<file path="src/rtl/fpa_seq_pkg.sv">
// Shared types and constants for the FPA display sequencer: FSM state
// encoding, the built-in operand test-vector table and counter widths.
package fpa_seq_pkg;

    typedef enum logic [2:0] {
        S_IDLE,
        S_LOAD,
        S_SETTLE,
        S_CAPTURE,
        S_WAIT_FRAME,
        S_COMMIT
    } seq_state_t;

    // One test vector: operand pair fed to the adder.
    typedef struct packed {
        logic [7:0] a;
        logic [7:0] b;
    } vec_t;

    // SETTLE_CYCLES is limited to 1..15, so 4 bits are enough.
    localparam int SETTLE_W = 4;
    localparam int IDX_W    = 3;

    // Entry 0 is the rightmost element. Entries 2..6 exercise carries,
    // a near-overflow and a saturating sum.
    localparam vec_t [7:0] VEC_TABLE = {
        16'hFFFF,   // 7
        16'h8090,   // 6
        16'h7F01,   // 5
        16'h403F,   // 4
        16'h1020,   // 3
        16'h0102,   // 2
        16'h5F21,   // 1
        16'h3030    // 0
    };

endpackage

</file>
<file path="src/rtl/fpa_display_sequencer_if.sv">
// Board/adder/VGA-side signal bundle of the FPA display sequencer.
// slave = the sequencer, master = whatever drives the board inputs and
// models the adder.
interface fpa_display_sequencer_if;
    logic       mode_sw;
    logic [7:0] sw_a;
    logic [7:0] sw_b;
    logic       next_btn;
    logic       new_frame;
    logic [7:0] fpa_result;
    logic [7:0] fpa_a;
    logic [7:0] fpa_b;
    logic [7:0] disp_a;
    logic [7:0] disp_b;
    logic [7:0] disp_result;
    logic [2:0] vec_idx;
    logic       busy;

    modport slave (
        input  mode_sw, sw_a, sw_b, next_btn, new_frame, fpa_result,
        output fpa_a, fpa_b, disp_a, disp_b, disp_result, vec_idx, busy
    );

    modport master (
        output mode_sw, sw_a, sw_b, next_btn, new_frame, fpa_result,
        input  fpa_a, fpa_b, disp_a, disp_b, disp_result, vec_idx, busy
    );
endinterface

</file>
<file path="src/rtl/fpa_seq_vec_rom.sv">
// Combinational test-vector lookup: table index -> {A, B} operand pair.
module fpa_seq_vec_rom
    import fpa_seq_pkg::*;
(
    input  logic [IDX_W-1:0] idx,
    output vec_t             entry
);

    assign entry = VEC_TABLE[idx];

endmodule

</file>
<file path="src/rtl/fpa_display_sequencer.sv">
// FPA display sequencer: loads operand pairs into the adder, waits for the
// result to settle, captures it, and publishes the A/B/result triple to the
// VGA driver only at a frame boundary so the display never tears.
// Optional feature: define FPA_SEQ_AUTO_EN for a periodic auto-advance tick.
module fpa_display_sequencer
    import fpa_seq_pkg::*;
#(
    parameter int SETTLE_CYCLES = 4,
    parameter int NUM_VEC       = 8,
    parameter int AUTO_PERIOD   = 25_000_000
) (
    input  logic                   clk,
    input  logic                   reset,
    fpa_display_sequencer_if.slave bus
);

    seq_state_t          state;
    logic                pending;
    logic                adv_req;
    logic [SETTLE_W-1:0] settle_cnt;
    logic [IDX_W-1:0]    vec_idx_q;
    logic [7:0]          fpa_a_q, fpa_b_q;
    logic [7:0]          last_a, last_b;
    logic                last_mode;
    logic [7:0]          sh_a, sh_b, sh_r;
    logic [7:0]          disp_a_q, disp_b_q, disp_r_q;
    logic                busy_q;

    logic                auto_tick;
    logic                sw_diff;
    logic                adv_now;
    logic                trig;
    logic [IDX_W-1:0]    idx_adv;
    logic [IDX_W-1:0]    idx_sel;
    vec_t                rom_entry;

`ifdef FPA_SEQ_AUTO_EN
    localparam int AUTO_W = $clog2(AUTO_PERIOD + 1);
    logic [AUTO_W-1:0] auto_cnt;

    // Free-running auto-advance counter; tick on its terminal count.
    always_ff @(posedge clk) begin
        if (reset)
            auto_cnt <= '0;
        else if (auto_cnt == AUTO_W'(AUTO_PERIOD - 1))
            auto_cnt <= '0;
        else
            auto_cnt <= auto_cnt + 1'b1;
    end

    assign auto_tick = (auto_cnt == AUTO_W'(AUTO_PERIOD - 1));
`else
    // No auto-advance: the tick never fires.
    assign auto_tick = 1'b0 & (AUTO_PERIOD == 0);
`endif

    // Manual mode re-runs whenever the switches differ from what was last
    // loaded; this is a level condition, so it also covers mode changes.
    assign sw_diff = !bus.mode_sw &&
                     (bus.sw_a != last_a || bus.sw_b != last_b || bus.mode_sw != last_mode);
    // Index-advancing triggers; the auto tick only counts in vector mode.
    assign adv_now = bus.next_btn | (auto_tick & bus.mode_sw);
    assign trig    = adv_now | sw_diff;

    assign idx_adv = (vec_idx_q == IDX_W'(NUM_VEC - 1)) ? '0 : vec_idx_q + 1'b1;
    assign idx_sel = (adv_req && bus.mode_sw) ? idx_adv : vec_idx_q;

    fpa_seq_vec_rom u_rom (
        .idx   (idx_sel),
        .entry (rom_entry)
    );

    // Sequencer FSM with registered operand, shadow and display outputs.
    always_ff @(posedge clk) begin
        if (reset) begin
            state      <= S_IDLE;
            pending    <= 1'b1;
            adv_req    <= 1'b0;
            settle_cnt <= '0;
            vec_idx_q  <= '0;
            fpa_a_q    <= '0;
            fpa_b_q    <= '0;
            last_a     <= '0;
            last_b     <= '0;
            last_mode  <= 1'b0;
            sh_a       <= '0;
            sh_b       <= '0;
            sh_r       <= '0;
            disp_a_q   <= '0;
            disp_b_q   <= '0;
            disp_r_q   <= '0;
            busy_q     <= 1'b0;
        end else begin
            // Any trigger collapses into the one-deep request; LOAD consumes it.
            if (state != S_LOAD) begin
                pending <= pending | trig;
                adv_req <= adv_req | adv_now;
            end
            case (state)
                S_IDLE: begin
                    if (pending || trig) begin
                        state  <= S_LOAD;
                        busy_q <= 1'b1;
                    end
                end
                S_LOAD: begin
                    if (adv_req && bus.mode_sw)
                        vec_idx_q <= idx_adv;
                    if (bus.mode_sw) begin
                        fpa_a_q <= rom_entry.a;
                        fpa_b_q <= rom_entry.b;
                    end else begin
                        fpa_a_q <= bus.sw_a;
                        fpa_b_q <= bus.sw_b;
                    end
                    last_a     <= bus.sw_a;
                    last_b     <= bus.sw_b;
                    last_mode  <= bus.mode_sw;
                    // Switch differences seen here are against the old
                    // snapshot and are re-evaluated next cycle, so only
                    // button/tick pulses landing in LOAD are kept.
                    pending    <= adv_now;
                    adv_req    <= adv_now;
                    settle_cnt <= '0;
                    state      <= S_SETTLE;
                end
                S_SETTLE: begin
                    if (settle_cnt == SETTLE_W'(SETTLE_CYCLES - 1))
                        state <= S_CAPTURE;
                    else
                        settle_cnt <= settle_cnt + 1'b1;
                end
                S_CAPTURE: begin
                    sh_a  <= fpa_a_q;
                    sh_b  <= fpa_b_q;
                    sh_r  <= bus.fpa_result;
                    state <= S_WAIT_FRAME;
                end
                S_WAIT_FRAME: begin
                    if (bus.new_frame)
                        state <= S_COMMIT;
                end
                S_COMMIT: begin
                    disp_a_q <= sh_a;
                    disp_b_q <= sh_b;
                    disp_r_q <= sh_r;
                    state    <= S_IDLE;
                    busy_q   <= 1'b0;
                end
                default: begin
                    state  <= S_IDLE;
                    busy_q <= 1'b0;
                end
            endcase
        end
    end

    assign bus.fpa_a       = fpa_a_q;
    assign bus.fpa_b       = fpa_b_q;
    assign bus.disp_a      = disp_a_q;
    assign bus.disp_b      = disp_b_q;
    assign bus.disp_result = disp_r_q;
    assign bus.vec_idx     = vec_idx_q;
    assign bus.busy        = busy_q;

endmodule

</file>
<file path="src/flat_wrapper.sv">
// flat-port wrapper written by rule: the top's interface ports become plain ports
module fpa_display_sequencer_flat import fpa_seq_pkg::*;
#(
    parameter int SETTLE_CYCLES = 4,
    parameter int NUM_VEC       = 8,
    parameter int AUTO_PERIOD   = 25_000_000
)
  (clk, reset, bus_mode_sw, bus_sw_a, bus_sw_b, bus_next_btn, bus_new_frame, bus_fpa_result, bus_fpa_a, bus_fpa_b, bus_disp_a, bus_disp_b, bus_disp_result, bus_vec_idx, bus_busy);
  fpa_display_sequencer_if bus_i ();
  input  logic clk;
  input  logic reset;
  input wire logic [$bits(bus_i.mode_sw)-1:0] bus_mode_sw;
  input wire logic [$bits(bus_i.sw_a)-1:0] bus_sw_a;
  input wire logic [$bits(bus_i.sw_b)-1:0] bus_sw_b;
  input wire logic [$bits(bus_i.next_btn)-1:0] bus_next_btn;
  input wire logic [$bits(bus_i.new_frame)-1:0] bus_new_frame;
  input wire logic [$bits(bus_i.fpa_result)-1:0] bus_fpa_result;
  output wire logic [$bits(bus_i.fpa_a)-1:0] bus_fpa_a;
  output wire logic [$bits(bus_i.fpa_b)-1:0] bus_fpa_b;
  output wire logic [$bits(bus_i.disp_a)-1:0] bus_disp_a;
  output wire logic [$bits(bus_i.disp_b)-1:0] bus_disp_b;
  output wire logic [$bits(bus_i.disp_result)-1:0] bus_disp_result;
  output wire logic [$bits(bus_i.vec_idx)-1:0] bus_vec_idx;
  output wire logic [$bits(bus_i.busy)-1:0] bus_busy;
  assign bus_i.mode_sw = bus_mode_sw;
  assign bus_i.sw_a = bus_sw_a;
  assign bus_i.sw_b = bus_sw_b;
  assign bus_i.next_btn = bus_next_btn;
  assign bus_i.new_frame = bus_new_frame;
  assign bus_i.fpa_result = bus_fpa_result;
  assign bus_fpa_a = bus_i.fpa_a;
  assign bus_fpa_b = bus_i.fpa_b;
  assign bus_disp_a = bus_i.disp_a;
  assign bus_disp_b = bus_i.disp_b;
  assign bus_disp_result = bus_i.disp_result;
  assign bus_vec_idx = bus_i.vec_idx;
  assign bus_busy = bus_i.busy;
  fpa_display_sequencer #(.SETTLE_CYCLES(SETTLE_CYCLES), .NUM_VEC(NUM_VEC), .AUTO_PERIOD(AUTO_PERIOD)) u_core (.clk(clk), .reset(reset), .bus(bus_i));
endmodule
</file>
<file path="config.mk">
export PLATFORM = sky130hd
export DESIGN_NAME = fpa_display_sequencer_flat
export DESIGN_NICKNAME = d
export VERILOG_FILES = /design/src/rtl/fpa_seq_pkg.sv /design/src/rtl/fpa_display_sequencer_if.sv /design/src/rtl/fpa_seq_vec_rom.sv /design/src/rtl/fpa_display_sequencer.sv /design/src/flat_wrapper.sv
export SDC_FILE = /design/constraint.sdc
export NUM_CORES = 1
export LEC_CHECK = 0
export CAP_MARGIN = 20
export CORE_MARGIN = 2
export CORE_UTILIZATION = 50
export DETAILED_ROUTE_END_ITERATION = 8
export MAX_ROUTING_LAYER = met4
export PLACE_DENSITY = 0.87
export SETUP_SLACK_MARGIN = 0.05
export SYNTH_ARGS = -nofsm -noshare
export SYNTH_HDL_FRONTEND = slang
export SYNTH_SLANG_ARGS = --single-unit
</file>
<file path="constraint.sdc">
create_clock -name clk -period 3.1 [get_ports clk]
set_input_delay 0.93 -clock clk [delete_from_list [all_inputs] [get_ports clk]]
set_output_delay 0.93 -clock clk [all_outputs]
set_load 0.05 [all_outputs]
</file>
==> out/metrics.yaml <==
clocking:
  clk_pin_slew_ns: 0.11
  cts_sinks: 94
  cts_setup_buffers: 0
  clockBufferDepth: 2
  cts_tree: "done"
  clock_tree.root_cell: "clkbuf_8"
  htreeDepth: 3
  cts_buffers: 9
  cts-resized-gates: 0
  clock_latency_ns: 0.37
  hold_buffers: 0
die:
  die_area_mm2: 0.00848
  start_util_pct: 51.0
  die_h_um: 92.1
  io_pins: 73
  coreArea_mm2: 0.00761
  row_count: 32
  die_x_um: 92.1
critical_path:
  cp-start-kind: "flip-flop"
  cp_cell_sequence: "clkdlybuf4s50_1"
  cpMaxStageDelayCell: "clkdlybuf4s50_1"
  endpoint: "bus_vec_idx[2]"
  cp.depth: 1
  cp_top_family: "buffers and inverters"
  r2r_cells: 9
  regToRegSetupSlack_ns: 0.88
  cp_max_fo: 7
  path_buf_inv: 1
  crit_required_ns: 2.17
  critPathCaptureType: "primary output"
  reg2reg_to: "u_core.bus.fpa_a[3]"
  slowest_delay_ns: 0.85
  arrival_ns: 1.68
  r2r-start: "u_core.bus.vec_idx[0]"
  worstSetupStartpoint: "u_core.bus.vec_idx[2]"
  critPathKind: "reg2out"
synthesis:
  netlist_area_mm2: 0.00388
  synth_xor_area_share_pct: 4.29
  synth_warnings: 0
  synthesis.nets: 512
  avgSynthCellArea_um2: 8.16
  muxShareOfSynthArea_pct: 2.13
  ys_seq_elements: 94
  ys_seq_area_share_pct: 48.5
  synthAdderAreaFrac_pct: 2.58
  yosys.area_share.simple_pct: 23.2
  synth_cell_types: 39
  synthCells: 475
  synth_compound_area_share_pct: 15.6
  synth_top_family_by_area: "simple AND/OR/NAND/NOR gates"
finish:
  fill_cells: 662
  layout_commonest_cell: "nand2_1"
  fin_nets: 571
  postLayoutCellArea_mm2: 0.00484
  antenna_cells: 0
  seqCellArea_mm2: 0.00188
  area_growth_pct: 24.7
  multi_input_area_mm2: 0.00185
  mostFrequentLayoutCells: "138 x nand2_1, 94 x dfxtp_1, 73 x a21oi_1, 71 x clkdlybuf4s50_1, 25 x nor2_1"
  layout-drive-gt1-share_pct: 5.94
placement:
  port_buffers: 72
  routabilityCongestion: 0.856
  place_area_mm2: 0.00464
  dp_hpwl_um: 6430
route:
  totalWireLength_um: 8730
  postRouteAntennaNets: 0
  drc: 0
  detail_route.vias_per_cell: 5.22
  drt_pass1_iterations: 5
  vias: 3348
  drtIter0Drc: 166
  wl_per_cell_um: 13.6
sta:
  worst_slew_pin_slew_ns: 1.01
  clock.fmax_mhz: 383
  rsz0062_at_grt: "false"
  finalCritPeriodShare_pct: 84.2
  fin_tns_setup_ns: 0
  maxSlewHeadroom_pct: 32.9
  fin_skew_ns: 0.0139
  hold_viol: 0
  setup_viol: 0
  slew_violations: 0
  fin_crit_ns: 2.61
global_route:
  grt_overflow: 0
  use_met2_pct: 36.5
  groute.usage.overall_pct: 21.7
  antenna_found_initial: 0
  grt_util_met3_pct: 3.04
  grt_pass1_wl_um: 14200
  grt.busiest_layer: "met2"
  grt_max_degree: 39
  met1_usage_pct: 25.7
  first_global_vias: 3106
outcome:
  status: "complete, no violations"
pwr:
  max-vdd-ir-drop_uv: 346
  leakage_nw: 1.72
  power_density_mw_per_mm2: 715
run:
  maxCapViolations: 0
hold_path:
  holdCritPathClass: "reg2reg"
  hp-start: "u_core.sh_a[0]"
-- how the worst min path moves through the flow --
stage / endpoint / slack (ns) / depth (start not counted)
floorplan: u_core.bus.disp_a[0] / 0.43 / 2
global placement: u_core.bus.disp_result[0] / 0.44 / 2
detailed placement: u_core.bus.disp_result[4] / 0.44 / 2
CTS: u_core.bus.disp_a[0] / 0.45 / 2
global route: u_core.bus.disp_a[0] / 0.45 / 2
finish: u_core.bus.disp_a[0] / 0.44 / 2
-- per-layer routing --
metal,share of wire [%],routed length [µm]
met1,43,3760
met2,51,4420
met3,3.9,344
met4,2.4,206
met5,0,0
-- cells in the mapped netlist, drive strengths merged --
| library cell | number | area share, % |
|---|---|---|
| nand4 | 2 | 0.32 |
| a41o | 1 | 0.29 |
| mux2i | 6 | 1.5 |
| nor3b | 5 | 1.1 |
| nand4bb | 1 | 0.29 |
| and3b | 1 | 0.23 |
| nand3b | 2 | 0.39 |
| o211ai | 1 | 0.19 |
| nor2 | 25 | 2.4 |
| a21o | 2 | 0.42 |
| nor4 | 4 | 0.65 |
| a21oi | 73 | 9.4 |
| o21ai | 9 | 1.2 |
| nand2b | 11 | 1.8 |
| nor2b | 4 | 0.65 |
| a311oi | 6 | 1.4 |
| o311a | 1 | 0.26 |
| buf | 9 | 1.3 |
| or3 | 1 | 0.16 |
| nand2 | 138 | 13 |
| inv | 2 | 0.19 |
| or4 | 1 | 0.29 |
| a211oi | 10 | 1.9 |
| ha | 8 | 2.6 |
| nor3 | 5 | 0.65 |
| or2 | 1 | 0.16 |
| o21a | 1 | 0.19 |
| clkbuf | 23 | 2.2 |
| and2 | 3 | 0.48 |
| xor2 | 18 | 4.1 |
| nand3 | 2 | 0.26 |
| mux2 | 2 | 0.58 |
| a31oi | 1 | 0.16 |
| a21boi | 1 | 0.19 |
| dfxtp | 94 | 49 |
| xnor2 | 1 | 0.23 |
-- power by group --
| part | switching (mW) | leakage, nW | internal [mW] |
|---|---|---|---|
| registers | 0.151 | 0.764 | 1.37 |
| clock network | 0.466 | 0.0872 | 0.309 |
| logic | 0.744 | 0.866 | 0.423 |
-- flip-flops by register name, summed over array words and instances, names as in the netlist, 4 cells and up --
register / count
u_core.sh_r: 8
u_core.sh_b: 8
u_core.bus.fpa_a: 8
u_core.bus.fpa_b: 8
u_core.settle_cnt: 4
u_core.last_b: 8
u_core.sh_a: 8
u_core.bus.disp_a: 8
u_core.last_a: 8
u_core.bus.disp_b: 8
u_core.bus.disp_result: 8
-- area by class of cell --
| type | count | share of cell area (%) |
|---|---|---|
| clock buffer | 9 | 2.56 |
| sequential | 94 | 38.9 |
| tap | 102 | 2.64 |
| timing repair buffer | 80 | 16.0 |
| inverter | 2 | 0.155 |
| clock inverter | 7 | 1.40 |
| multi-input combinational | 347 | 38.3 |
-- per-stage QoR --
step	hold WS, ns	utilization [%]	power (mW)	setup slack, ns	cells
after CTS	0.445	63.6	3.48	0.478	641
after detailed placement	0.443	61.1	2.72	0.128	625
after global placement	0.437	61.1	2.68	0.211	625
after floorplan	0.432	-	2.33	0.619	475
final	0.442	63.6	3.46	0.490	641
after global routing	0.452	63.6	3.65	0.366	641
-- worst reg2reg max path, stage by stage, from the launching register on --
cell     delay, ns
dfxtp_1       0.46
ha_1          0.21
ha_1          0.18
nor2_1        0.06
mux2i_1       0.36
inv_1         0.16
ha_1          0.25
a31oi_1       0.16
or3_1         0.16
o21ai_0       0.09
-- cells by family after synthesis --
family | count (synthesis)
and+or+nand+nor | 206
muxes | 8
xor gates and xnor gates | 19
adders and majority gates | 8
AOI/OAI and AO/OA | 106
buffers and inverters | 34
DFF | 94
No activity file was read; power rests on OpenSTA's default activity.
